`src/rtl/cd_bufram_arbiter.sv`:
```
`default_nettype none
// ----------------------------------------------------------------------------
// cd_bufram_arbiter : NUM_CH-way fixed/round-robin arbiter onto the CD buffer-RAM port.
// Revision 1.0
// ----------------------------------------------------------------------------
module cd_bufram_arbiter #(
  parameter int NUM_CH  = 3,
  parameter int AW      = 18,
  parameter int DW      = 16,
  parameter int RAM_LAT = 2,
  parameter int RR_MODE = 1
) (
  input  logic                     clk_i,
  input  logic                     rst_i,
  input  logic                     ce_i,
  input  logic [NUM_CH-1:0]        req_i,
  input  logic [NUM_CH-1:0]        wr_i,
  input  logic [NUM_CH*(DW/8)-1:0] be_i,
  input  logic [NUM_CH*AW-1:0]     addr_i,
  input  logic [NUM_CH*DW-1:0]     wdata_i,
  output logic [NUM_CH-1:0]        ack_o,
  output logic [DW-1:0]            rdata_o,
  output logic [2:0]               gnt_ch_o,
  output logic                     busy_o,
  output logic [AW-1:0]            ram_a_o,
  output logic [DW-1:0]            ram_d_o,
  input  logic [DW-1:0]            ram_q_i,
  output logic                     ram_cs_o,
  output logic [(DW/8)-1:0]        ram_we_o,
  output logic                     ram_rd_o
);

  localparam int         BL       = DW / 8;
  localparam logic [3:0] LAT_LOAD = 4'(RAM_LAT - 1);
  localparam logic [3:0] NUM_CH4  = 4'(NUM_CH);
  localparam logic [2:0] LAST_CH  = 3'(NUM_CH - 1);

  typedef enum logic [1:0] {
    S_IDLE   = 2'd0,
    S_ACCESS = 2'd1,
    S_DONE   = 2'd2
  } state_e;

  state_e            state_q, state_d;
  logic [3:0]        cnt_q, cnt_d;
  logic [2:0]        ptr_q, ptr_d;
  logic [2:0]        gnt_q, gnt_d;
  logic              busy_q, busy_d;
  logic              cs_q, cs_d;
  logic              rd_q, rd_d;
  logic [BL-1:0]     we_q, we_d;
  logic [AW-1:0]     a_q, a_d;
  logic [DW-1:0]     d_q, d_d;
  logic [DW-1:0]     rdata_q, rdata_d;
  logic [NUM_CH-1:0] ack_q, ack_d;

  logic [7:0]        req_ext;
  logic [2:0]        base;
  logic [3:0]        cand;
  logic              win_vld;
  logic [2:0]        win_idx;
  logic              win_wr;
  logic [BL-1:0]     win_be;
  logic [AW-1:0]     win_addr;
  logic [DW-1:0]     win_wdata;
  logic [NUM_CH-1:0] ack_gnt;
  logic [2:0]        ptr_next;

  // Search starts at the RR pointer (or 0 in fixed mode) and wraps once.
  always_comb begin
    req_ext             = '0;
    req_ext[NUM_CH-1:0] = req_i;
    base                = (RR_MODE != 0) ? ptr_q : 3'd0;
    cand                = '0;
    win_vld             = 1'b0;
    win_idx             = '0;
    for (int k = 0; k < NUM_CH; k++) begin
      cand = {1'b0, base} + 4'(k);
      if (cand >= NUM_CH4) begin
        cand = cand - NUM_CH4;
      end
      if (!win_vld && req_ext[cand[2:0]]) begin
        win_vld = 1'b1;
        win_idx = cand[2:0];
      end
    end
  end

  always_comb begin
    win_wr    = 1'b0;
    win_be    = '0;
    win_addr  = '0;
    win_wdata = '0;
    for (int i = 0; i < NUM_CH; i++) begin
      if (win_idx == 3'(i)) begin
        win_wr    = wr_i[i];
        win_be    = be_i[i*BL +: BL];
        win_addr  = addr_i[i*AW +: AW];
        win_wdata = wdata_i[i*DW +: DW];
      end
    end
  end

  always_comb begin
    ack_gnt = '0;
    for (int i = 0; i < NUM_CH; i++) begin
      ack_gnt[i] = (gnt_q == 3'(i));
    end
    ptr_next = (gnt_q == LAST_CH) ? 3'd0 : gnt_q + 3'd1;
  end

  always_comb begin
    state_d = state_q;
    cnt_d   = cnt_q;
    ptr_d   = ptr_q;
    gnt_d   = gnt_q;
    busy_d  = busy_q;
    cs_d    = cs_q;
    rd_d    = rd_q;
    we_d    = we_q;
    a_d     = a_q;
    d_d     = d_q;
    rdata_d = rdata_q;
    ack_d   = ack_q;
    case (state_q)
      S_IDLE: begin
        if (win_vld) begin
          gnt_d   = win_idx;
          busy_d  = 1'b1;
          cs_d    = 1'b1;
          rd_d    = ~win_wr;
          we_d    = win_wr ? win_be : '0;
          a_d     = win_addr;
          d_d     = win_wdata;
          cnt_d   = LAT_LOAD;
          state_d = S_ACCESS;
        end
      end
      S_ACCESS: begin
        if (cnt_q != 4'd0) begin
          cnt_d = cnt_q - 4'd1;
        end else begin
          if (rd_q) begin
            rdata_d = ram_q_i;
          end
          cs_d    = 1'b0;
          rd_d    = 1'b0;
          we_d    = '0;
          ack_d   = ack_gnt;
          state_d = S_DONE;
        end
      end
      S_DONE: begin
        // Dead cycle: a requester that drops REQ on ACK is never re-granted.
        ack_d   = '0;
        busy_d  = 1'b0;
        if (RR_MODE != 0) begin
          ptr_d = ptr_next;
        end
        state_d = S_IDLE;
      end
      default: begin
        state_d = S_IDLE;
      end
    endcase
  end

  always_ff @(posedge clk_i) begin
    if (rst_i) begin
      state_q <= S_IDLE;
      cnt_q   <= '0;
      ptr_q   <= '0;
      gnt_q   <= '0;
      busy_q  <= 1'b0;
      cs_q    <= 1'b0;
      rd_q    <= 1'b0;
      we_q    <= '0;
      a_q     <= '0;
      d_q     <= '0;
      rdata_q <= '0;
      ack_q   <= '0;
    end else if (ce_i) begin
      state_q <= state_d;
      cnt_q   <= cnt_d;
      ptr_q   <= ptr_d;
      gnt_q   <= gnt_d;
      busy_q  <= busy_d;
      cs_q    <= cs_d;
      rd_q    <= rd_d;
      we_q    <= we_d;
      a_q     <= a_d;
      d_q     <= d_d;
      rdata_q <= rdata_d;
      ack_q   <= ack_d;
    end
  end

  assign ack_o    = ack_q;
  assign rdata_o  = rdata_q;
  assign gnt_ch_o = gnt_q;
  assign busy_o   = busy_q;
  assign ram_a_o  = a_q;
  assign ram_d_o  = d_q;
  assign ram_cs_o = cs_q;
  assign ram_we_o = we_q;
  assign ram_rd_o = rd_q;

endmodule
`default_nettype wire

```
`config.mk`:
```
export PLATFORM = sky130hd
export DESIGN_NAME = cd_bufram_arbiter
export DESIGN_NICKNAME = d
export VERILOG_FILES = /design/src/rtl/cd_bufram_arbiter.sv
export SDC_FILE = /design/constraint.sdc
export NUM_CORES = 1
export LEC_CHECK = 0
export BUFFER_PORTS_ARGS = -buffer_cell sky130_fd_sc_hd__buf_2
export CORE_ASPECT_RATIO = 0.5
export CORE_MARGIN = 2
export CORE_UTILIZATION = 50
export DETAILED_ROUTE_END_ITERATION = 10
export PLACE_DENSITY = 0.86
export SYNTH_ARGS = -nofsm -noshare
export SYNTH_HDL_FRONTEND = slang
export SYNTH_SLANG_ARGS = --single-unit
```
`constraint.sdc`:
```
create_clock -name clk_i -period 9.5 [get_ports clk_i]
set_clock_uncertainty 0.15 [all_clocks]
set_input_delay 2.375 -clock clk_i [delete_from_list [all_inputs] [get_ports clk_i]]
set_output_delay 2.375 -clock clk_i [all_outputs]
set_load 0.03 [all_outputs]
```
* Word level (Yosys, flattened, before mapping) *
Index checks and enable logic that the tools add are counted.

cells by class
  order comparisons = 6
  div/mod/pow operators = 0
  reductions and logical operators = 19
  $mul = 0
  add/subtract/negate cells = 7
  equal/unequal tests = 9
  multiplexer cells = 46
  bitwise logic cells = 2
  shifts and indexed selects = 0

operators by type and width
  operator                                                    number
  2-to-1 mux 18 bit                                           3
  2-to-1 mux 16 bit                                           3
  2-to-1 mux 3 bit                                            8
  2-to-1 mux 2 bit                                            8
  less-than comparator 3 x 4 -> 1 bit, second input constant  3
  2-to-1 mux 1 bit                                            12
  AND reduction 3 bit                                         4
  AND reduction 4 bit                                         3
  binary-select mux 1 bit (select 3 bit)                      3
  subtractor 3 x 2 -> 3 bit, second input constant            3
  >= comparator 4 x 2 -> 1 bit, second input constant         2
  2-to-1 mux 4 bit                                            2
  case mux 2 bit (2 select lines)                             2
  case mux 4 bit (2 select lines)                             1
  equality test 3 x 1 -> 1 bit, second input constant         2
  equality test 3 x 2 -> 1 bit, second input constant         2
  zero test 3 bit                                             2
  != test 2 bit, second input constant                        3
  case mux 1 bit (2 select lines)                             3
  case mux 3 bit (2 select lines)                             1
  nonzero test 2 bit                                          3
  adder 3 x 1 -> 4 bit, second input constant                 1
  adder 3 x 2 -> 4 bit, second input constant                 1
  nonzero test 4 bit                                          1
  10 further kinds                                            13

word-level totals
  bits in writable memories = 0
  ROM bits = 0
  flip-flop bits (word level) = 70
  memories kept = 0
  bits in latches = 0
  output and inout port bits = 61

* Logic depth before layout (Yosys ltp) *
Gate-level depths: netlist of the first run.

  word-level depth = 18
  gate-level depth with buffers = 15
  mapped depth without buffers = 10

* Worst setup path after synthesis of the first run *
OpenSTA, ideal clock, no wires.

  path type = input port to flip-flop
  from = input port req_i[1]
  to = register a_q[6] (netlist: ram_a_o[6])
  library setup time = 0.128 ns
  stages = 10
  setup slack = 5.085 ns
  buffers on the path = 3
  arrival time = 4.137 ns
  path through = or3_1 > o2111ai_1 > or2_1 > buf_4 > a41o_1 > buf_6 > buf_2 > mux2_1 > mux2i_1 > o21ai_1

on the way
  word-level cells in the longest chain between the ends = 13

RTL lines
  item                                    line  source
  start: declaration                      16    input logic [NUM_CH-1:0] req_i,
  binary-select mux 1 bit (select 3 bit)  82    if (!win_vld && req_ext[cand[2:0]]) begin
  2-to-1 mux 1 bit (implied by the code)  82
  2-to-1 mux 1 bit                        82
  zero test 1 bit                         82
  logical AND 1 bit                       82
  2-to-1 mux 1 bit                        82
  zero test 1 bit                         82
  logical AND 1 bit                       82
  2-to-1 mux 3 bit                        82
  zero test 3 bit                         95    if (win_idx == 3'(i)) begin
  2-to-1 mux 18 bit (3 in series)         95
  end signal: assignment                  178   a_q <= '0;
  end signal: assignment                  191   a_q <= a_d;
  end: declaration                        52    logic [AW-1:0] a_q, a_d;

Several ways; a longest one is shown, not always the timed one. The select of a mux whose other input is x is not followed.
A chain may end at the register's enable or synchronous reset.

* Worst setup path after layout of the first run *
  from = input port req_i[1]
  to = register d_q[10] (netlist: ram_d_o[10])

on the way
  word-level cells in the longest chain between the ends = 13

RTL lines
  item                                    line  source
  binary-select mux 1 bit (select 3 bit)  82
  2-to-1 mux 1 bit (implied by the code)  82
  2-to-1 mux 1 bit                        82
  zero test 1 bit                         82
  logical AND 1 bit                       82
  2-to-1 mux 1 bit                        82
  zero test 1 bit                         82
  logical AND 1 bit                       82
  2-to-1 mux 3 bit                        82
  zero test 3 bit                         95
  2-to-1 mux 16 bit (3 in series)         95
  end signal: assignment                  179   d_q <= '0;
  end signal: assignment                  192   d_q <= d_d;
  end: declaration                        53    logic [DW-1:0] d_q, d_d;

Several ways; a longest one is shown, not always the timed one. The select of a mux whose other input is x is not followed.

==> flow_summary.json, run 1 <==
{
  "status": "finished, final reports clean",
  "cts-root-buf": "clkbuf_16",
  "cts_resized": 0,
  "drt.antenna.violating_nets": 0,
  "crit_fanout": 26,
  "finalHoldViolations": 0,
  "yosysSeqAreaShare": 0.359,
  "total_leakage_power_uw": 0.00248,
  "ys_seq_elements": 70,
  "io_pins": 194,
  "min_from": "ram_a_o[2]$_SDFFE_PP0P_",
  "fmax_mhz": 200,
  "switching_share": 0.334,
  "areaGrowthSynthToFinish_pct": 31.2,
  "cts.path.max_buffers": 2,
  "hold_end": "ram_a_o[2]$_SDFFE_PP0P_",
  "cp-start-kind": "input pin",
  "cts.sinks": 70,
  "critPathKind": "in -> reg",
  "syn_inst": 453,
  "synthTopCellsByArea": "dfxtp_1 36%, mux2i_1 10%, nand2_1 7.0%, mux2_1 4.3%, o21ai_1 4.0%",
  "place_area_um2": 4840,
  "drv_cap": 0,
  "drt_wl_total_mm": 10.7,
  "synth_top_area_frac": 0.359,
  "p_comb_frac": 0.271,
  "drc": 0,
  "finalSetupViolCount": 0,
  "min_path_type": "reg -> reg",
  "num-nets-final": 773,
  "worstReg2RegStart": "base[0]$_SDFFE_PP0P_",
  "endpoint_kind": "register",
  "timing.rr.end": "ram_d_o[10]$_SDFFE_PP0P_",
  "io_buffers": 193,
  "worstMarginPinSlew_ns": 1.16,
  "fillers": 631,
  "grt_max_degree": 35,
  "synth_edf_count": 0,
  "reg2regPathDepth": 10,
  "min_path_cells": 2,
  "wl_per_cell_um": 14.7,
  "yosysMostFrequentCell": "nand2_1",
  "synth_warnings": 0,
  "drv_slew": 0,
  "required_ns": 9.51,
  "clk_pin_slew_worst_paths_ns": 0.06,
  "hold_slack_ns": 0.292,
  "grt_pass1_vias": 3581,
  "dieArea_um2": 8570,
  "final_area_um2": 5120,
  "netlist_top_cells_count": "73 x nand2_1, 70 x dfxtp_1, 39 x mux2i_1",
  "final-seq-area_um2": 1400,
  "rrSetupSlack_ns": 4.91,
  "arrival_ns": 5.00,
  "start_util": 0.525,
  "cellInternalPower_uw": 595,
  "syn-num-nets": 595,
  "grt_usage": 0.249,
  "clockPowerShare": 0.353,
  "cts_setup_buffers": 0,
  "grt_antenna_before_repair": 0,
  "netlist.top_cell.by_area": "dfxtp_1",
  "drt_iter0_markers": 189,
  "ys_types": 65,
  "ir_drop_mv": 0.0989,
  "die_w_um": 129,
  "cts_tree": "yes",
  "insertion_delay_ns": 0.34,
  "drive_gt1_frac": 0.365,
  "fin_tns_setup_ns": 0,
  "gp_congestion": 0.895,
  "p_seq_frac": 0.376,
  "drt-vias-per-instance": 5.43,
  "rsz0062_at_grt": "false",
  "rows": 22,
  "critical_path.max_stage_delay_ns": 0.99,
  "place_hpwl_mm": 7.98,
  "fp.dieH_um": 66.5,
  "period_share": 0.525,
  "period_minus_slack_ns": 4.99,
  "core_um2": 7430,
  "via_count": 3973,
  "p_per_area_nw_per_um2": 174,
  "switchingPower_uw": 298,
  "path_cells": "buf_2 > or3_1 > o2111ai_1 > or2_1 > a41o_1 > mux2_2 > mux2i_1 > o21ai_0",
  "overflow": 0,
  "synthesis.area_um2": 3900,
  "synth_flop_cell": "dfxtp_1",
  "relSlewSlack": 0.226,
  "htree_levels": 3,
  "synthArstFlopShare": 0,
  "cts_hold_buf": 0,
  "drt_first_pass_iters": 5,
  "numCtsBuffers": 9,
  "multi_input_area_um2": 2280,
  "syn_avg_cell_area_um2": 8.61,
  "grt_first_pass_wirelength_mm": 16.5,
  "cp-startpoint": "req_i[1]",
  "cp_slowest_cell": "a41o_1",
  "n_antenna_cell": 0
}
layer usage:
layer	GRT usage	routed length [µm]
met1	0.275	4250
met3	0.0819	887
met2	0.450	5340
met4	0.0965	248
met5	0	0
worst max path at each step:
stage | end | slack, ns | depth (start not counted)
detailed placement | ram_a_o[12]$_SDFFE_PP0P_ | 4.21 | 8
global placement | ram_a_o[12]$_SDFFE_PP0P_ | 4.28 | 8
global route | ram_d_o[14]$_SDFFE_PP0P_ | 4.35 | 8
finish | ram_d_o[10]$_SDFFE_PP0P_ | 4.51 | 8
CTS | ram_d_o[10]$_SDFFE_PP0P_ | 4.53 | 8
floorplan | ram_a_o[6]$_SDFFE_PP0P_ | 5.09 | 10
logic make-up after synthesis:
family,Yosys count,synth area share
AO/OA/AOI/OAI,123,0.217
flip-flops,70,0.359
buffers and inverters,43,0.0574
multiplexers,60,0.161
XOR/XNOR,5,0.0112
adder cells (fa/ha/maj),9,0.0289
AND/OR/NAND/NOR,143,0.166
layout by cell type, fill, tap and decap left out, types with 12 or more instances in the layout:
| master | n |
|---|---|
| a21oi_1 | 30 |
| a22oi_1 | 12 |
| buf_2 | 193 |
| dfxtp_1 | 70 |
| inv_1 | 14 |
| mux2_1 | 15 |
| mux2i_1 | 39 |
| nand2_1 | 73 |
| nor2_1 | 24 |
| o21ai_0 | 12 |
| o21ai_1 | 31 |
flip-flops by register name (all words and copies together) (netlist names), 2 cells and up:
| register | cells |
|---|---|
| cnt_q | 4 |
| state_q | 2 |
| ram_d_o | 16 |
| ram_we_o | 2 |
| base | 3 |
| ram_a_o | 18 |
| ack_o | 3 |
| gnt_ch_o | 3 |
| rdata_o | 16 |
final cells by class:
type | instances | share of cell area
timing repair buffer | 195 | 0.192
inverter | 15 | 0.0110
sequential | 70 | 0.274
tap | 96 | 0.0235
clock buffer | 9 | 0.0440
clock inverter | 7 | 0.0112
multi-input combinational | 340 | 0.445
worst max-delay path, delay by kind of cell:
kind | cells | cell delay, ns
buf+inv | 1 | 0.15
simple gates | 2 | 0.67
mux | 2 | 0.54
compound gates | 3 | 1.26
power groups by stage:
stage / registers (µW) / logic (µW) / clock network, µW
after floorplan: 383 / 131 / 0
after global placement: 341 / 235 / 0
after detailed placement: 342 / 240 / 0
after CTS: 336 / 242 / 323
after global routing: 340 / 263 / 337
final: 336 / 242 / 316
per-stage QoR:
step	instances	utilization	setup WS, ns	total power (µW)
after global routing	732	0.689	4.35	939
after global placement	716	0.651	4.28	577
after CTS	732	0.689	4.53	901
after detailed placement	716	0.651	4.21	582
after floorplan	453	-	5.09	514
final	732	0.689	4.51	894
(Power assumes the default switching activity.)
==> run 2, diff against run 1 <==
--- a/config.mk
+++ b/config.mk
@@ -5,12 +5,13 @@
 export SDC_FILE = /design/constraint.sdc
 export NUM_CORES = 1
 export LEC_CHECK = 0
+export ABC_AREA = 1
 export BUFFER_PORTS_ARGS = -buffer_cell sky130_fd_sc_hd__buf_2
 export CORE_ASPECT_RATIO = 0.5
 export CORE_MARGIN = 2
-export CORE_UTILIZATION = 50
+export CORE_UTILIZATION = 46
 export DETAILED_ROUTE_END_ITERATION = 10
-export PLACE_DENSITY = 0.86
+export PLACE_DENSITY = 0.81
 export SYNTH_ARGS = -nofsm -noshare
 export SYNTH_HDL_FRONTEND = slang
 export SYNTH_SLANG_ARGS = --single-unit
==> constraint.sdc (replaced) <==
create_clock -name clk_i -period 4.7 [get_ports clk_i]
set_clock_uncertainty 0.15 [all_clocks]
set_input_delay 1.175 -clock clk_i [delete_from_list [all_inputs] [get_ports clk_i]]
set_output_delay 1.175 -clock clk_i [all_outputs]
set_load 0.03 [all_outputs]
==> run 2 against run 1 <==
Against the previous run:
- sequential power rose by 110%
- core utilization decreased by 6.0 points
- largest cell class unchanged
- cell area is 3.2% lower
- via count rose by 5.2%
- combinational power increased to 2.7 times the previous value
- synthesized cell count increased by 21%
- sequential share of layout area up 0.90 points
- power rose by 130%
- area after synthesis shrank 5.5%
- final cell count is 16% higher
==> flow_summary.json, run 2 <==
{
  "clk_pin_slew_worst_paths_ns": 0.06,
  "largest_reg_flops": 18,
  "period_share": 0.733,
  "ys_types": 37,
  "cp-start-kind": "register",
  "cts-root-buf": "clkbuf_16",
  "grt_first_pass_wirelength_mm": 15.9,
  "gp_congestion": 0.870,
  "drt_iter0_markers": 201,
  "syn_inst": 548,
  "synth_edf_count": 0,
  "drv_cap": 0,
  "htree_levels": 3,
  "start_util": 0.468,
  "wl_per_cell_um": 12.2,
  "relSlewSlack": 0.412,
  "netlist.top_cell.by_area": "dfxtp_1",
  "num-nets-final": 871,
  "die_w_um": 131,
  "netlist_top_cells_count": "168 x nand2_1, 70 x dfxtp_1, 62 x nor2_1",
  "worstMarginPinSlew_ns": 0.882,
  "min_from": "ram_a_o[16]$_SDFFE_PP0P_",
  "via_count": 4181,
  "grt_usage": 0.228,
  "cts_resized": 0,
  "n_antenna_cell": 0,
  "rsz0062_at_grt": "false",
  "synth_flop_cell": "dfxtp_1",
  "synth_warnings": 0,
  "ys_seq_elements": 70,
  "syn_avg_cell_area_um2": 6.73,
  "synthTopCellsByArea": "dfxtp_1 38%, nand2_1 17%, nand3_1 6.6%, nor2_1 6.3%, o211ai_1 4.9%",
  "arrival_ns": 3.51,
  "critPathKind": "reg -> reg",
  "fp.dieH_um": 67.3,
  "min_path_cells": 2,
  "insertion_delay_ns": 0.33,
  "worstReg2RegStart": "base[0]$_SDFFE_PP0P_",
  "endpoint_kind": "register",
  "cts.path.max_buffers": 2,
  "final_common_cell": "buf_2",
  "io_pins": 194,
  "drive_gt1_frac": 0.319,
  "cts.sinks": 70,
  "reg2regPathDepth": 15,
  "synth_top_area_frac": 0.380,
  "drt-vias-per-instance": 4.94,
  "p_per_area_nw_per_um2": 410,
  "final_area_um2": 4960,
  "min_path_type": "reg -> reg",
  "drv_slew": 0,
  "fin_tns_setup_ns": 0,
  "overflow": 0,
  "cp-startpoint": "base[0]$_SDFFE_PP0P_",
  "finalSetupViolCount": 0,
  "core_um2": 7890,
  "period_minus_slack_ns": 3.44,
  "total_leakage_power_uw": 0.00264,
  "rrSetupSlack_ns": 1.26,
  "drt.antenna.violating_nets": 0,
  "dieArea_um2": 8800,
  "final_cell_mix": "193 x buf_2, 168 x nand2_1, 70 x dfxtp_1",
  "status": "finished, final reports clean",
  "fmax_mhz": 290,
  "cts_tree": "yes",
  "place_area_um2": 4670,
  "hold_end": "ram_a_o[16]$_SDFFE_PP0P_",
  "synthesis.area_um2": 3690,
  "areaGrowthSynthToFinish_pct": 34.4,
  "grt_antenna_before_repair": 0,
  "grt_pass1_vias": 3577,
  "synthArstFlopShare": 0,
  "drc": 0,
  "fillers": 740,
  "syn-num-nets": 690,
  "cts_hold_buf": 0,
  "fin_total_pwr_uw": 2040,
  "cts_setup_buffers": 0,
  "required_ns": 4.77,
  "grt_max_degree": 74,
  "finalHoldViolations": 0,
  "rows": 23,
  "io_buffers": 193,
  "yosysMostFrequentCell": "nand2_1",
  "drt_wl_total_mm": 10.3,
  "ir_drop_mv": 0.191,
  "numCtsBuffers": 9,
  "crit_fanout": 15,
  "timing.rr.end": "ram_a_o[14]$_SDFFE_PP0P_",
  "place_hpwl_mm": 7.48,
  "yosysSeqAreaShare": 0.380,
  "drt_first_pass_iters": 4
}
-- run 2: changes by cell type after synthesis, sizes merged, moves of 20 or more --
cell / before / now
a21oi: 31 / 11
inv: 15 / 40
mux2: 21 / 0
mux2i: 39 / 0
nand2: 73 / 173
nand3: 6 / 53
nor2: 24 / 67
o211ai: 1 / 24
-- run 2: through the flow --
stage,hold slack (ns),cells,worst slack (ns),util
floorplan,0.304,548,2.12,-
global placement,0.284,830,1.32,0.592
detailed placement,0.286,830,1.22,0.592
CTS,0.301,846,1.24,0.629
global route,0.324,846,0.911,0.629
finish,0.298,846,1.26,0.629
-- run 2: worst max path at each step --
| stage | end | slack (ns) | depth (start not counted) |
|---|---|---|---|
| global route | ram_a_o[15]$_SDFFE_PP0P_ | 0.91 | 15 |
| CTS | ram_a_o[14]$_SDFFE_PP0P_ | 1.24 | 15 |
| global placement | ram_a_o[15]$_SDFFE_PP0P_ | 1.32 | 10 |
| floorplan | ram_a_o[0]$_SDFFE_PP0P_ | 2.12 | 13 |
| detailed placement | ram_a_o[14]$_SDFFE_PP0P_ | 1.22 | 11 |
| finish | ram_a_o[14]$_SDFFE_PP0P_ | 1.26 | 15 |
-- run 2: cell type report --
| class | count | area [µm²] | area share |
|---|---|---|---|
| Multi-Input combinational cell | 413 | 2000 | 0.403 |
| Timing Repair Buffer | 194 | 973 | 0.196 |
| Sequential cell | 70 | 1400 | 0.283 |
| Clock inverter | 6 | 62.6 | 0.0126 |
| Tap cell | 112 | 140 | 0.0283 |
| Clock buffer | 10 | 229 | 0.0462 |
| Inverter | 41 | 154 | 0.0310 |
-- run 2: critical path, stage by stage, from the launching register on --
cell	delay, ns
dfxtp_1	0.39
ha_1	0.26
ha_1	0.20
nor2_1	0.19
nand3_1	0.16
nand2_1	0.13
nand2_1	0.07
nand3b_1	0.12
nand2_2	0.11
nand3_2	0.10
nand2_1	0.06
nor2_2	0.55
buf_4	0.33
nand2_2	0.16
o21ai_0	0.26
o21ai_1	0.08
-- run 2: report_power, final --
group / total, µW / leakage (µW) / switching, µW / internal, µW
combinational: 665 / 0.00193 / 452 / 213
clock: 659 / 0.000134 / 251 / 408
sequential: 712 / 0.000571 / 40.4 / 671
-- run 2: cells by family after synthesis --
| group | synth area share |
|---|---|
| xor+xnor | 0.00475 |
| compound gates | 0.158 |
| simple gates | 0.348 |
| fa+ha+maj | 0.0305 |
| buf+inv | 0.0787 |
| flops | 0.380 |
-- run 2: metal layers --
layer | part of all wire | track usage | vias up
li1 | - | - | 2166
met4 | 0.021 | 0.108 | 0
met5 | 0 | 0 | -
met1 | 0.42 | 0.266 | 1856
met3 | 0.065 | 0.0571 | 22
met2 | 0.49 | 0.403 | 137
==> run 3, diff against run 2 <==
--- a/config.mk
+++ b/config.mk
@@ -5,13 +5,13 @@
 export SDC_FILE = /design/constraint.sdc
 export NUM_CORES = 1
 export LEC_CHECK = 0
-export ABC_AREA = 1
+export ABC_AREA = 0
 export BUFFER_PORTS_ARGS = -buffer_cell sky130_fd_sc_hd__buf_2
 export CORE_ASPECT_RATIO = 0.5
 export CORE_MARGIN = 2
-export CORE_UTILIZATION = 46
+export CORE_UTILIZATION = 42
 export DETAILED_ROUTE_END_ITERATION = 10
-export PLACE_DENSITY = 0.81
+export PLACE_DENSITY = 0.77
 export SYNTH_ARGS = -nofsm -noshare
 export SYNTH_HDL_FRONTEND = slang
 export SYNTH_SLANG_ARGS = --single-unit
==> constraint.sdc (replaced) <==
create_clock -name clk_i -period 3.1 [get_ports clk_i]
set_clock_uncertainty 0.15 [all_clocks]
set_input_delay 0.775 -clock clk_i [delete_from_list [all_inputs] [get_ports clk_i]]
set_output_delay 0.775 -clock clk_i [all_outputs]
set_load 0.03 [all_outputs]
==> run 3 against run 2 <==
Against the previous run:
- critical path depth down 5
- global-route usage down 1.5 points
- power up 40%
- first-iteration DRC count up 22%
- flip-flop and latch count unchanged
- register-to-register slack worse by 1.3 ns
- clock power up 47%
- combinational power up 29%
- worst hold slack worse by 0.0055 ns
==> flow_summary.json, run 3 (synthesis gave the netlist of run 1 again) <==
{
  "path_cells": "ha_4 > ha_4 > a2111oi_4 > a21oi_4 > mux2i_4 > or2_1 > a41o_1 > bufbuf_16 > a221o_1 > a32o_1",
  "cts_tree": "yes",
  "largest_reg_flops": 18,
  "drv_cap": 0,
  "core_um2": 8860,
  "finalSetupViolCount": 0,
  "hold_end": "ram_a_o[12]$_SDFFE_PP0P_",
  "start_util": 0.441,
  "grt_antenna_before_repair": 0,
  "dp_slack_ns": -0.0570,
  "rrSetupSlack_ns": 0.003,
  "via_count": 4081,
  "n_antenna_cell": 0,
  "min_from": "ram_a_o[12]$_SDFFE_PP0P_",
  "htree_levels": 3,
  "drive_gt1_frac": 0.411,
  "cts_hold_buf": 0,
  "final-seq-area_um2": 1410,
  "drt.antenna.violating_nets": 0,
  "grt_usage": 0.213,
  "drt_first_pass_iters": 5,
  "period_minus_slack_ns": 3.10,
  "grt_pass1_vias": 3876,
  "cp_slowest_cell": "a2111oi_4",
  "io_pins": 194,
  "io_buffers": 193,
  "clk_pin_slew_worst_paths_ns": 0.05,
  "endpoint_kind": "register",
  "arrival_ns": 3.17,
  "areaGrowthSynthToFinish_pct": 43.0,
  "multi_input_area_um2": 2450,
  "worstMarginPinSlew_ns": 0.637,
  "crit_fanout": 11,
  "fmax_mhz": 323,
  "grt_max_degree": 37,
  "cts-root-buf": "clkbuf_16",
  "dp_cells": 755,
  "dieArea_um2": 10100,
  "gp_congestion": 0.845,
  "insertion_delay_ns": 0.33,
  "drv_slew": 0,
  "fin_cells": 776,
  "num-nets-final": 798,
  "finalHoldViolations": 0,
  "rows": 24,
  "cts.sinks": 70,
  "worstReg2RegStart": "base[0]$_SDFFE_PP0P_",
  "wl_per_cell_um": 15.2,
  "critical_path.max_stage_delay_ns": 0.43,
  "reg2regPathDepth": 10,
  "required_ns": 3.17,
  "min_path_cells": 2,
  "fillers": 761,
  "total_leakage_power_uw": 0.00266,
  "die_w_um": 140,
  "timing.rr.end": "ram_we_o[0]$_SDFFE_PP0P_",
  "fp.dieH_um": 72.2,
  "period_share": 0.999,
  "rsz0062_at_grt": "true",
  "p_per_area_nw_per_um2": 511,
  "place_hpwl_mm": 8.32,
  "cp-start-kind": "register",
  "grt_first_pass_wirelength_mm": 17.3,
  "cts.path.max_buffers": 2,
  "min_path_type": "reg -> reg",
  "relSlewSlack": 0.575,
  "final_common_cell": "buf_2",
  "ir_drop_mv": 0.323,
  "layout_setup_ws_ns": 0.00294,
  "fin_tns_setup_ns": 0,
  "status": "finished, final reports clean",
  "critPathKind": "reg -> reg",
  "drt_wl_total_mm": 11.8,
  "drc": 0,
  "overflow": 0,
  "cpMostUsedCell": "ha_4",
  "numCtsBuffers": 9,
  "drt_iter0_markers": 245,
  "final_cell_mix": "193 x buf_2, 73 x nand2_1, 69 x dfxtp_1",
  "drt-vias-per-instance": 5.26
}
==> run 3: changes by cell type in the layout (fill, tap and decap cells not counted), moves of 8 or more <==
cell | previous run | this run
mux2i_1 | 0 | 38
a21oi_1 | 10 | 30
buf_4 | 1 | 20
nor2_1 | 62 | 23
nand2_1 | 168 | 73
inv_1 | 32 | 13
o21ai_0 | 33 | 11
o211ai_1 | 24 | 0
a22oi_1 | 0 | 12
nand3_1 | 49 | 5
mux2_1 | 0 | 13
o21ai_1 | 23 | 31
==> run 3: layer usage <==
layer	GRT usage	vias up	part of all wire
met1	0.243	1876	0.41
met5	0	-	0
met3	0.0581	31	0.065
li1	-	2020	-
met4	0.0696	0	0.024
met2	0.394	154	0.50
==> run 3: what timing repair did <==
item | 4_1_cts | 5_1_grt
gates cloned | 1 | 1
resized for setup | 6 | 26
setup endpoints to repair | 34 | 36
pin swaps | 1 | 10
setup buffers | 3 | 3
==> run 3: worst max-delay path by stage <==
stage,start,endpoint,slack [ns],cells past startpoint
floorplan,base[0]$_SDFFE_PP0P_,ram_we_o[0]$_SDFFE_PP0P_,0.004,14
global placement,base[0]$_SDFFE_PP0P_,ram_d_o[9]$_SDFFE_PP0P_,0.03,11
detailed placement,base[0]$_SDFFE_PP0P_,ram_d_o[1]$_SDFFE_PP0P_,-0.06,10
CTS,base[1]$_SDFFE_PP0P_,ram_d_o[5]$_SDFFE_PP0P_,-0.005,13
global route,base[0]$_SDFFE_PP0P_,ram_a_o[2]$_SDFFE_PP0P_,-0.09,11
finish,base[0]$_SDFFE_PP0P_,ram_we_o[0]$_SDFFE_PP0P_,0.003,10
==> run 3: area by class of cell <==
class,instances,share of cell area
multi-input cells,340,0.438
clock buffers,12,0.0424
flip-flops and latches,70,0.252
inverters,15,0.0101
clock inverters,2,0.00628
repair buffers,220,0.225
well taps,117,0.0262
==> run 3: stage by stage <==
stage	power [µW]	instance area [µm²]	util	hold slack [ns]
6_report	2850	5580	0.630	0.292
5_1_grt	2980	5580	0.630	0.314
4_1_cts	2830	5390	0.608	0.298
3_5_place_dp	1830	5040	0.569	0.287
3_3_place_gp	1820	5040	0.569	0.283
2_1_floorplan	1580	3910	-	0.364
==> run 3: worst max-delay path: cells and delay by family, from the launching register on <==
family / cells / cell delay, ns
multiplexers: 1 / 0.22
flip-flops: 1 / 0.36
buffers and inverters: 1 / 0.30
AO/OA/AOI/OAI: 5 / 1.34
adder cells (fa/ha/maj): 2 / 0.36
AND/OR/NAND/NOR: 1 / 0.26
==> run 3: power by group <==
group | internal [µW] | switching, µW
Sequential | 979 | 45.5
Combinational | 370 | 485
Clock | 613 | 358
